===== src/rtl/nic_irq_pkg.sv =====
// Shared encodings and defaults for the NIC MSI interrupt arbiter.
// Also holds the round-robin pick rule shared by the arbiter logic.
package nic_irq_pkg;

  typedef enum logic [1:0] {
    ST_IDLE    = 2'd0,
    ST_REQ     = 2'd1,
    ST_ACK     = 2'd2,
    ST_RELEASE = 2'd3
  } irq_state_e;

  typedef enum logic {
    SRC_RX = 1'b0,
    SRC_TX = 1'b1
  } irq_src_e;

  localparam logic [7:0]  RX_VECTOR_DEFAULT = 8'h00;
  localparam logic [7:0]  TX_VECTOR_DEFAULT = 8'h01;
  localparam logic [31:0] TIMEOUT_DEFAULT   = 32'd65536;

  // On a tie the source that did not win last time is chosen.
  function automatic irq_src_e rr_pick(input logic rx_pend, input logic tx_pend,
                                       input irq_src_e last);
    irq_src_e pick;
    if (rx_pend && tx_pend) begin
      if (last == SRC_RX) pick = SRC_TX;
      else                pick = SRC_RX;
    end else if (rx_pend) begin
      pick = SRC_RX;
    end else begin
      pick = SRC_TX;
    end
    return pick;
  endfunction

endpackage


===== src/rtl/irq_event_counter.sv =====
// 32-bit wrapping event counter; count updates on the clock after inc_i, never stalls.
module irq_event_counter (
  input  logic        clk,
  input  logic        reset,
  input  logic        inc_i,
  output logic [31:0] count_o
);

  logic [31:0] count_q;

  always_ff @(posedge clk) begin
    if (reset) begin
      count_q <= 32'd0;
    end else if (inc_i) begin
      count_q <= count_q + 32'd1;
    end
  end

  assign count_o = count_q;

endmodule


===== src/rtl/interrupt_arbiter.sv =====
// Merges Rx/Tx MSI requests onto one core port; grant one cycle after request, all outputs registered.
// Core backpressure holds the request until ack or TIMEOUT; clients wait in RELEASE until they drop.
module interrupt_arbiter
  import nic_irq_pkg::*;
#(
  parameter logic [7:0]  RX_VECTOR = RX_VECTOR_DEFAULT,
  parameter logic [7:0]  TX_VECTOR = TX_VECTOR_DEFAULT,
  parameter logic [31:0] TIMEOUT   = TIMEOUT_DEFAULT
) (
  input  logic        clk,
  input  logic        reset,
  input  logic        rx_cfg_interrupt_n,
  output logic        rx_cfg_interrupt_rdy_n,
  input  logic        tx_cfg_interrupt_n,
  output logic        tx_cfg_interrupt_rdy_n,
  output logic        cfg_interrupt_n,
  input  logic        cfg_interrupt_rdy_n,
  output logic [7:0]  cfg_interrupt_di,
  output logic [31:0] rx_irq_count,
  output logic [31:0] tx_irq_count,
  output logic        irq_timeout
);

  irq_state_e  state_q, state_d;
  irq_src_e    grant_q, grant_d;
  irq_src_e    last_q, last_d;
  irq_src_e    pick;
  logic [31:0] wait_q, wait_d;
  logic        cfg_n_q, cfg_n_d;
  logic [7:0]  di_q, di_d;
  logic        rx_rdy_n_q, rx_rdy_n_d;
  logic        tx_rdy_n_q, tx_rdy_n_d;
  logic        timeout_q, timeout_d;
  logic        rx_inc, tx_inc;
  logic        any_req;
  logic        granted_req_n;
  logic        timeout_hit;

  assign any_req       = ~rx_cfg_interrupt_n | ~tx_cfg_interrupt_n;
  assign pick          = rr_pick(~rx_cfg_interrupt_n, ~tx_cfg_interrupt_n, last_q);
  assign granted_req_n = (grant_q == SRC_RX) ? rx_cfg_interrupt_n : tx_cfg_interrupt_n;
  assign timeout_hit   = (wait_q == (TIMEOUT - 32'd1));

  always_comb begin
    state_d    = state_q;
    grant_d    = grant_q;
    last_d     = last_q;
    wait_d     = wait_q;
    cfg_n_d    = cfg_n_q;
    di_d       = di_q;
    rx_rdy_n_d = 1'b1;
    tx_rdy_n_d = 1'b1;
    timeout_d  = timeout_q;
    rx_inc     = 1'b0;
    tx_inc     = 1'b0;

    case (state_q)
      ST_IDLE: begin
        if (any_req) begin
          grant_d = pick;
          last_d  = pick;
          cfg_n_d = 1'b0;
          di_d    = (pick == SRC_RX) ? RX_VECTOR : TX_VECTOR;
          wait_d  = 32'd0;
          state_d = ST_REQ;
        end
      end

      ST_REQ: begin
        wait_d = wait_q + 32'd1;
        // A core ack on the timeout cycle still counts as a normal completion.
        if (!cfg_interrupt_rdy_n) begin
          cfg_n_d = 1'b1;
          if (grant_q == SRC_RX) begin
            rx_rdy_n_d = 1'b0;
            rx_inc     = 1'b1;
          end else begin
            tx_rdy_n_d = 1'b0;
            tx_inc     = 1'b1;
          end
          state_d = ST_ACK;
        end else if (timeout_hit) begin
          cfg_n_d   = 1'b1;
          timeout_d = 1'b1;
          last_d    = grant_q;
          state_d   = ST_IDLE;
        end
      end

      ST_ACK: begin
        state_d = ST_RELEASE;
      end

      ST_RELEASE: begin
        if (granted_req_n) begin
          state_d = ST_IDLE;
        end
      end

      default: begin
        state_d = ST_IDLE;
      end
    endcase
  end

  always_ff @(posedge clk) begin
    if (reset) begin
      state_q    <= ST_IDLE;
      grant_q    <= SRC_RX;
      last_q     <= SRC_TX;
      wait_q     <= 32'd0;
      cfg_n_q    <= 1'b1;
      di_q       <= 8'h00;
      rx_rdy_n_q <= 1'b1;
      tx_rdy_n_q <= 1'b1;
      timeout_q  <= 1'b0;
    end else begin
      state_q    <= state_d;
      grant_q    <= grant_d;
      last_q     <= last_d;
      wait_q     <= wait_d;
      cfg_n_q    <= cfg_n_d;
      di_q       <= di_d;
      rx_rdy_n_q <= rx_rdy_n_d;
      tx_rdy_n_q <= tx_rdy_n_d;
      timeout_q  <= timeout_d;
    end
  end

  irq_event_counter u_rx_cnt (
    .clk     (clk),
    .reset   (reset),
    .inc_i   (rx_inc),
    .count_o (rx_irq_count)
  );

  irq_event_counter u_tx_cnt (
    .clk     (clk),
    .reset   (reset),
    .inc_i   (tx_inc),
    .count_o (tx_irq_count)
  );

  assign cfg_interrupt_n        = cfg_n_q;
  assign cfg_interrupt_di       = di_q;
  assign rx_cfg_interrupt_rdy_n = rx_rdy_n_q;
  assign tx_cfg_interrupt_rdy_n = tx_rdy_n_q;
  assign irq_timeout            = timeout_q;

endmodule

===== config.mk =====
export PLATFORM = sky130hd
export DESIGN_NAME = interrupt_arbiter
export DESIGN_NICKNAME = d
export VERILOG_FILES = /design/src/rtl/nic_irq_pkg.sv /design/src/rtl/irq_event_counter.sv /design/src/rtl/interrupt_arbiter.sv
export SDC_FILE = /design/constraint.sdc
export NUM_CORES = 1
export LEC_CHECK = 0
export BUFFER_PORTS_ARGS = -buffer_cell sky130_fd_sc_hd__buf_2
export CORE_MARGIN = 1
export CORE_UTILIZATION = 40
export DETAILED_ROUTE_END_ITERATION = 7
export GPL_ROUTABILITY_DRIVEN = 0
export GPL_TIMING_DRIVEN = 0
export SYNTH_ARGS = -nofsm -noshare
export SYNTH_HDL_FRONTEND = slang
export SYNTH_HIERARCHICAL = 1
export SYNTH_SLANG_ARGS = --single-unit

===== constraint.sdc =====
create_clock -name clk -period 5.7 [get_ports clk]
set_input_delay 0.855 -clock clk [delete_from_list [all_inputs] [get_ports clk]]
set_output_delay 0.855 -clock clk [all_outputs]
set_load 0.01 [all_outputs]

==> results of run 1 <==
[critical path, cell delays in order, from the launching register on]
cell,delay (ns)
dfxtp_1,0.44
or2b_1,0.28
nor3b_1,0.30
buf_2,0.25
and4_1,0.18
buf_2,0.19
nand4_1,0.33
nor3b_1,0.33
mux2_2,0.36
[final cells by class]
cell class	instances	area share, %
Tap cell	172	3.537
Clock buffer	12	4.216
Multi-Input combinational cell	443	46.56
Sequential cell	104	34.22
Clock inverter	4	1.254
Buffer	36	3.475
Inverter	12	0.7403
Timing Repair Buffer	73	6.005
[registers in the layout (all words and copies together), names as in the netlist, named ones only]
signal	cells
state_q	1
cfg_interrupt_n	1
wait_q	32
u_rx_cnt/count_o	32
irq_timeout	1
rx_cfg_interrupt_rdy_n	1
cfg_interrupt_di	1
u_tx_cnt/count_o	32
tx_cfg_interrupt_rdy_n	1
last_q	1
[power by group]
part | switching (uW) | internal, uW
Clock | 273 | 410
Combinational | 43.6 | 24.4
Sequential | 7.96 | 733
Total | 324 | 1170
[Yosys cell counts, types with 2 or more instances]
master    instances
or4_1            11
nor2_2            2
o21ai_0          13
or4_4             3
nor4_2            2
nor2b_1          23
nor3_2            5
mux2i_1           3
nor4_4            3
o31ai_1           9
mux2_2           19
nand3_1          25
a21oi_1          24
ha_1              3
dfxtp_1         104
nor4_1            8
nand4_2           3
buf_6             4
xnor2_1          22
and3_1            4
a31oi_1           3
and3_2            2
buf_2             4
nand2_1          29
nand4_1          30
inv_1            12
buf_4             8
nand2b_1          2
nor3_1           27
and3b_1           2
xor2_1           28
nor2_1           86
nor3b_1           4
clkbuf_1         19
or3_1            13
and2_1            2
and4_1            9
mux2_1            4
or2_2             3
[final timing paths]
path         slack [ns]                    start  depth (start not counted)                                 to
max                2.92  state_q[0]$_SDFFE_PP0P_                          8  u_tx_cnt/count_o[27]$_SDFFE_PP0P_
max reg2reg        2.92  state_q[0]$_SDFFE_PP0P_                          8  u_tx_cnt/count_o[27]$_SDFFE_PP0P_
min reg2reg        0.49  wait_q[31]$_SDFFE_PP0P_                          2            wait_q[31]$_SDFFE_PP0P_
min                0.49  wait_q[31]$_SDFFE_PP0P_                          2            wait_q[31]$_SDFFE_PP0P_
[logic make-up after synthesis]
group                      count (synthesis)  share of synthesized area (%)
other                                      1                        0.07283
and+or+nand+nor                          303                          33.71
adders and majority gates                  3                         0.7291
AOI/OAI and AO/OA                         54                          5.954
muxes                                     26                          5.614
xor gates and xnor gates                  50                          8.505
buffers and inverters                     48                          4.982
DFF                                      104                          40.44
[stage by stage]
step	worst slack (ns)	power [uW]	std cells	instance area (um2)	util (%)
after floorplan	3.171	803.3	595	5171	-
after global placement	2.600	823.9	840	5752	45.76
after detailed placement	2.597	825.5	840	5752	45.76
after CTS	2.916	1514	856	6085	48.41
after global routing	2.684	1544	856	6085	48.41
final	2.917	1492	856	6085	48.41
[metal layers]
layer  wire length [um]  GRT usage [%]
met1               5667          23.97
met4                232          8.225
met2               5082          27.98
met3                437          3.295
met5                  0              0
==> run metrics, run 1 <==
vias per inst 5.200; cell area power density 245.1 nW/um2; critical path arrival between 3 and 4 ns; Synth area leader dfxtp_1; starting density of the core 40.97%; HPWL Detailed 8.255 mm; ant diodes 0; crit share post-route about half; async set or reset register ratio after synthesis 0%; FF+latch count, synth 104; DRT iter0 DRCs 291; row cnt 41; Seq/Total Area, Yosys 40.44%; RSZ-0062 raised after global routing no; H-tree levels 3; Final Hold Viols 0; Max-slew headroom 54.50%; Die Span X 115.5 um; post-synthesis cell area 5149 um2; Synth Instances 589; WHS ~0.5 ns; largest net degree at the start of global routing 17; fraction of layout cells with a size suffix above 1 21.93%; core outline area 12570 um2; Vias about 4500; FF+latch area 2082 um2; post-CTS sizing 0; min cycle time layout 2.783 ns; Worst Setup End Kind register; DRT Pass-1 Iters 4; Final Max Slew Viols 0; syn_area_per_cell 8.741 um2; # setup viols final 0; area of the multi-input gates 2833 um2; commonest non-fill, non-tap cell in the layout dfxtp_1; I/O pins 81; Post-CTS Setup Bufs 0; Worst Setup Path Type reg2reg; Setup Skew 0.007481 ns; Fin Setup TNS 0 ns; Yosys cell types approximately 50; HP Class reg2reg; WL per Instance approximately 13 um; vias in the first global route 4033; CTS Sinks 104; area added between synthesis and finish 18.18%; DRC 0; Fmax about 0.36 GHz; worst skew pair latency 0.35 ns; Critical Path Fanout Max 9; clk slew on worst S/H paths 0.07 ns; TritonCTS clock tree yes; Fill cells about 1200; Max rail drop VDD between 0.1 and 0.15 mV; global route overflow 0; chip height around 120 um; Max Cap Violations 0; largest cells by area after synthesis dfxtp_1 (40%), nor2_1 (6.3%), xor2_1 (4.8%), mux2_2 (4.2%), xnor2_1 (3.7%); Synth Flop Type dfxtp_1; YS warnings 6; Post-CTS Hold Buffers 0; first-pass GRT wire length 19.00 mm; Num CTS Buffers 9; Critical Path RT 5.94 ns; number of synthesized flops with an enable pin 0; commonest non-fill, non-tap cells in the layout dfxtp_1 (104), nor2_1 (86), buf_2 (77), nand4_1 (30), nand2_1 (29); Root Buffer clkbuf_16; status finished clean; Die ar. 13330 um2; I/O Buffers 73; initial antenna violation count 0; Max clock buf depth 2; Startpoint Class register; Final ANT Viol Nets 0; P_leak 0.002316 uW; Post-Route WL 11.42 mm; top cell type's share of synthesized area 40.44%; nets 687; gr usage total 17.90%; Worst-Margin Slew 0.6763 ns
Note: power is estimated with default switching activity, not from simulation.
==> inputs of run 2 (changes only) <==
ABC_AREA = 1   (was unset)
clock period = 2.7 ns   (was 5.7 ns; I/O delays follow)
==> run metrics, run 2 <==
Critical Path RT 2.94 ns (-3.00 ns); Placed Instances 1105 (+32%); # setup viols final 0 (unchanged); compound-gate portion of the synthesized area 10.57% (+4.6 points); Critical Path Fanout Max 8 (-1); post-CTS sizing 0 (unchanged); vias in the first global route 4698 (+16%); most frequent cell after synthesis nand2_1; most used cell, CP nor2_1; Internal Dissipation 2413 uW (+110%); Fin Setup TNS 0 ns (unchanged); PnR worst setup slack 0.6890 ns (-2.228 ns); WHS 0.3107 ns (-0.1753 ns); Worst-Margin Slew 0.5372 ns (-0.1391 ns); Root Buffer clkbuf_16; ant diodes 0 (unchanged); delay-heaviest family, CP simple AND/OR/NAND/NOR gates; I/O pins 81 (unchanged); DRT iter0 DRCs 236 (-19%); fraction of layout cells with a size suffix above 1 22.02% (+0.091 points); Vias 5350 (+20%); Synth area leader dfxtp_1; area added between synthesis and finish 15.88%; Synth Flop Type dfxtp_1; Final Hold Viols 0 (unchanged); Max stage delay cell, worst path dfxtp_1; Startpoint Class register; row cnt 43 (+4.9%); critical path arrival 2.25 ns (-0.77 ns); commonest non-fill, non-tap cell in the layout nand2_1; min cycle time layout 2.011 ns (-0.7718 ns); DRT Pass-1 Iters 5 (+1); starting density of the core 41.40% (+0.43 points); RSZ-0062 raised after global routing no; clock share of power 43.1% (-2.7 points); Post-CTS Hold Buffers 0 (unchanged); async set or reset register ratio after synthesis 0% (unchanged); I/O Buffers 73 (unchanged); WL per Instance 12.08 um (-9.5%); FF+latch area 2082 um2 (unchanged); Worst Setup End Kind register; top post-synthesis cells by count nand2_1 (178), nor2_1 (112), dfxtp_1 (104), inv_1 (104), a21oi_1 (67); Max clock buf depth 2 (unchanged); Seq/Total Area, Yosys 35.96% (-4.5 points); non-filler cells, final 1120 (+31%); chip height 122.3 um (+5.9%); crit share post-route 74.48% (+26 points); area of the multi-input gates 3173 um2 (+12%); Reg power frac 49.8% (about the same); Setup Skew 0.009801 ns (+0.002320 ns); Post-Route WL 13.53 mm (+18%); CP bufs+invs 2 (unchanged); FF+latch count, synth 104 (unchanged); Fmax 0.4973 GHz (+38%); Synth Instances 846 (+44%); Worst Setup Path Type reg2reg; Fill cells 1499 (+22%); YS warnings 6 (unchanged); nets 944 (+37%); post-synthesis cell area 5791 um2 (+12%); CP max stage delay 0.42 ns (-0.02 ns); status finished clean; post-synthesis simple-gate area fraction 42.22% (+8.5 points); clk slew on worst S/H paths 0.07 ns (about the same); cell area power density 469.8 nW/um2 (+92%); Yosys cell types 38 (-25%); Max rail drop VDD 0.2754 mV (+120%); Synth Area in Adders 0.6482% (-0.081 points); vias per inst 4.777 (-8.1%); main combinational cell family by area after synthesis simple AND/OR/NAND/NOR gates; critical path, cell by cell nand2_2 -> nor2_1 -> inv_1 -> nor2_1 -> buf_6 -> nand2_2 -> nor2_4 -> nand3_4 -> nor2_2 -> nand3_1 -> nand2_1 -> nor2_1; HPWL Detailed 10.21 mm (+24%); TritonCTS clock tree yes; Die ar. 14960 um2 (+12%); Post-CTS Setup Bufs 0 (unchanged); final core occ 47.97% (-0.44 points); Logic pwr share 7.1% (+2.5 points); commonest non-fill, non-tap cells in the layout nand2_1 (178), nor2_1 (112), inv_1 (104), dfxtp_1 (104), buf_2 (80); Num CTS Buffers 9 (unchanged); worst skew pair latency 0.35 ns (about the same); top cell type's share of synthesized area 35.96% (-4.5 points); Worst R2R Setup Slack 0.69 ns (-2.23 ns); H-tree levels 3 (unchanged); HP Class in2reg; global route overflow 0 (unchanged); first-pass GRT wire length 22.36 mm (+18%); Die Span X 122.3 um (+5.9%); core outline area 13990 um2 (+11%); P_leak 0.002909 uW (+26%); largest net degree at the start of global routing 16 (-1); Final Max Slew Viols 0 (unchanged); pre-CTS setup slack 0.6916 ns (-1.906 ns); Max Cap Violations 0 (unchanged); DRC 0 (unchanged); Sw Ratio 23.46% (+1.7 points); syn_area_per_cell 6.845 um2 (-22%); post-synthesis mux area share 0% (-5.6 points); Psw 739.6 uW (+130%); largest cells by area after synthesis dfxtp_1 (36%), nand2_1 (12%), nor2_1 (7.3%), inv_1 (6.7%), a21oi_1 (5.8%); xor and xnor area share after synthesis 0.9075% (-7.6 points); Max-slew headroom 64.19% (+9.7 points); initial antenna violation count 1 (+1); gr usage total 18.82% (+0.92 points); Final ANT Viol Nets 0 (unchanged); number of synthesized flops with an enable pin 0 (unchanged); CTS Sinks 104 (unchanged)
[run 2: path summary, 6_finish.rpt]
check / from / cells after the start / to
max: state_q[0]$_SDFFE_PP0P_ / 12 / u_rx_cnt/count_o[24]$_SDFFE_PP0P_
min: reset / 2 / wait_q[1]$_SDFFE_PP0P_
max reg2reg: state_q[0]$_SDFFE_PP0P_ / 12 / u_rx_cnt/count_o[24]$_SDFFE_PP0P_
min reg2reg: wait_q[10]$_SDFFE_PP0P_ / 2 / wait_q[10]$_SDFFE_PP0P_
[run 2: final cells by class]
cell class | count | share of cell area (%)
clock buffers | 12 | 3.972
well taps | 180 | 3.356
flip-flops and latches | 104 | 31.03
multi-input cells | 617 | 47.29
clock inverters | 3 | 0.5967
inverters | 111 | 6.340
repair buffers | 73 | 5.445
plain buffers | 20 | 1.977
[run 2: metrics by stage]
stage | instance area, um2 | total power [uW]
6_report | 6710 | 3153
5_1_grt | 6710 | 3286
4_1_cts | 6710 | 3201
3_5_place_dp | 6404 | 1830
3_3_place_gp | 6404 | 1829
2_1_floorplan | 5813 | 1765
[run 2: layer usage]
layer / vias up / global-route usage, % / part of all wire [%]
met1: 2374 / 25.32 / 50
met5: - / 0 / 0.096
met4: 2 / 6.402 / 1.2
met3: 11 / 2.974 / 3.3
met2: 81 / 30.44 / 46
li1: 2882 / - / -
[run 2: logic make-up (layout without fill, tap and decap cells)]
kind of cell	after synthesis	in the layout
other	1	7
xor gates and xnor gates	6	6
adders and majority gates	3	3
buffers and inverters	131	219
and+or+nand+nor	486	486
AOI/OAI and AO/OA	115	115
DFF	104	104
[run 2: worst reg2reg max path: cells and delay by family (launching register included)]
kind	cells	cell delay, ns
buffers and inverters	2	0.27
DFF	1	0.42
and+or+nand+nor	10	1.23
[run 2: power by group through the flow]
stage / Combinational [uW] / Sequential (uW) / Clock [uW]
2_1_floorplan: 159 / 1610 / 0
3_3_place_gp: 223 / 1610 / 0
3_5_place_dp: 224 / 1610 / 0
4_1_cts: 224 / 1570 / 1410
5_1_grt: 253 / 1570 / 1460
6_report: 222 / 1570 / 1360
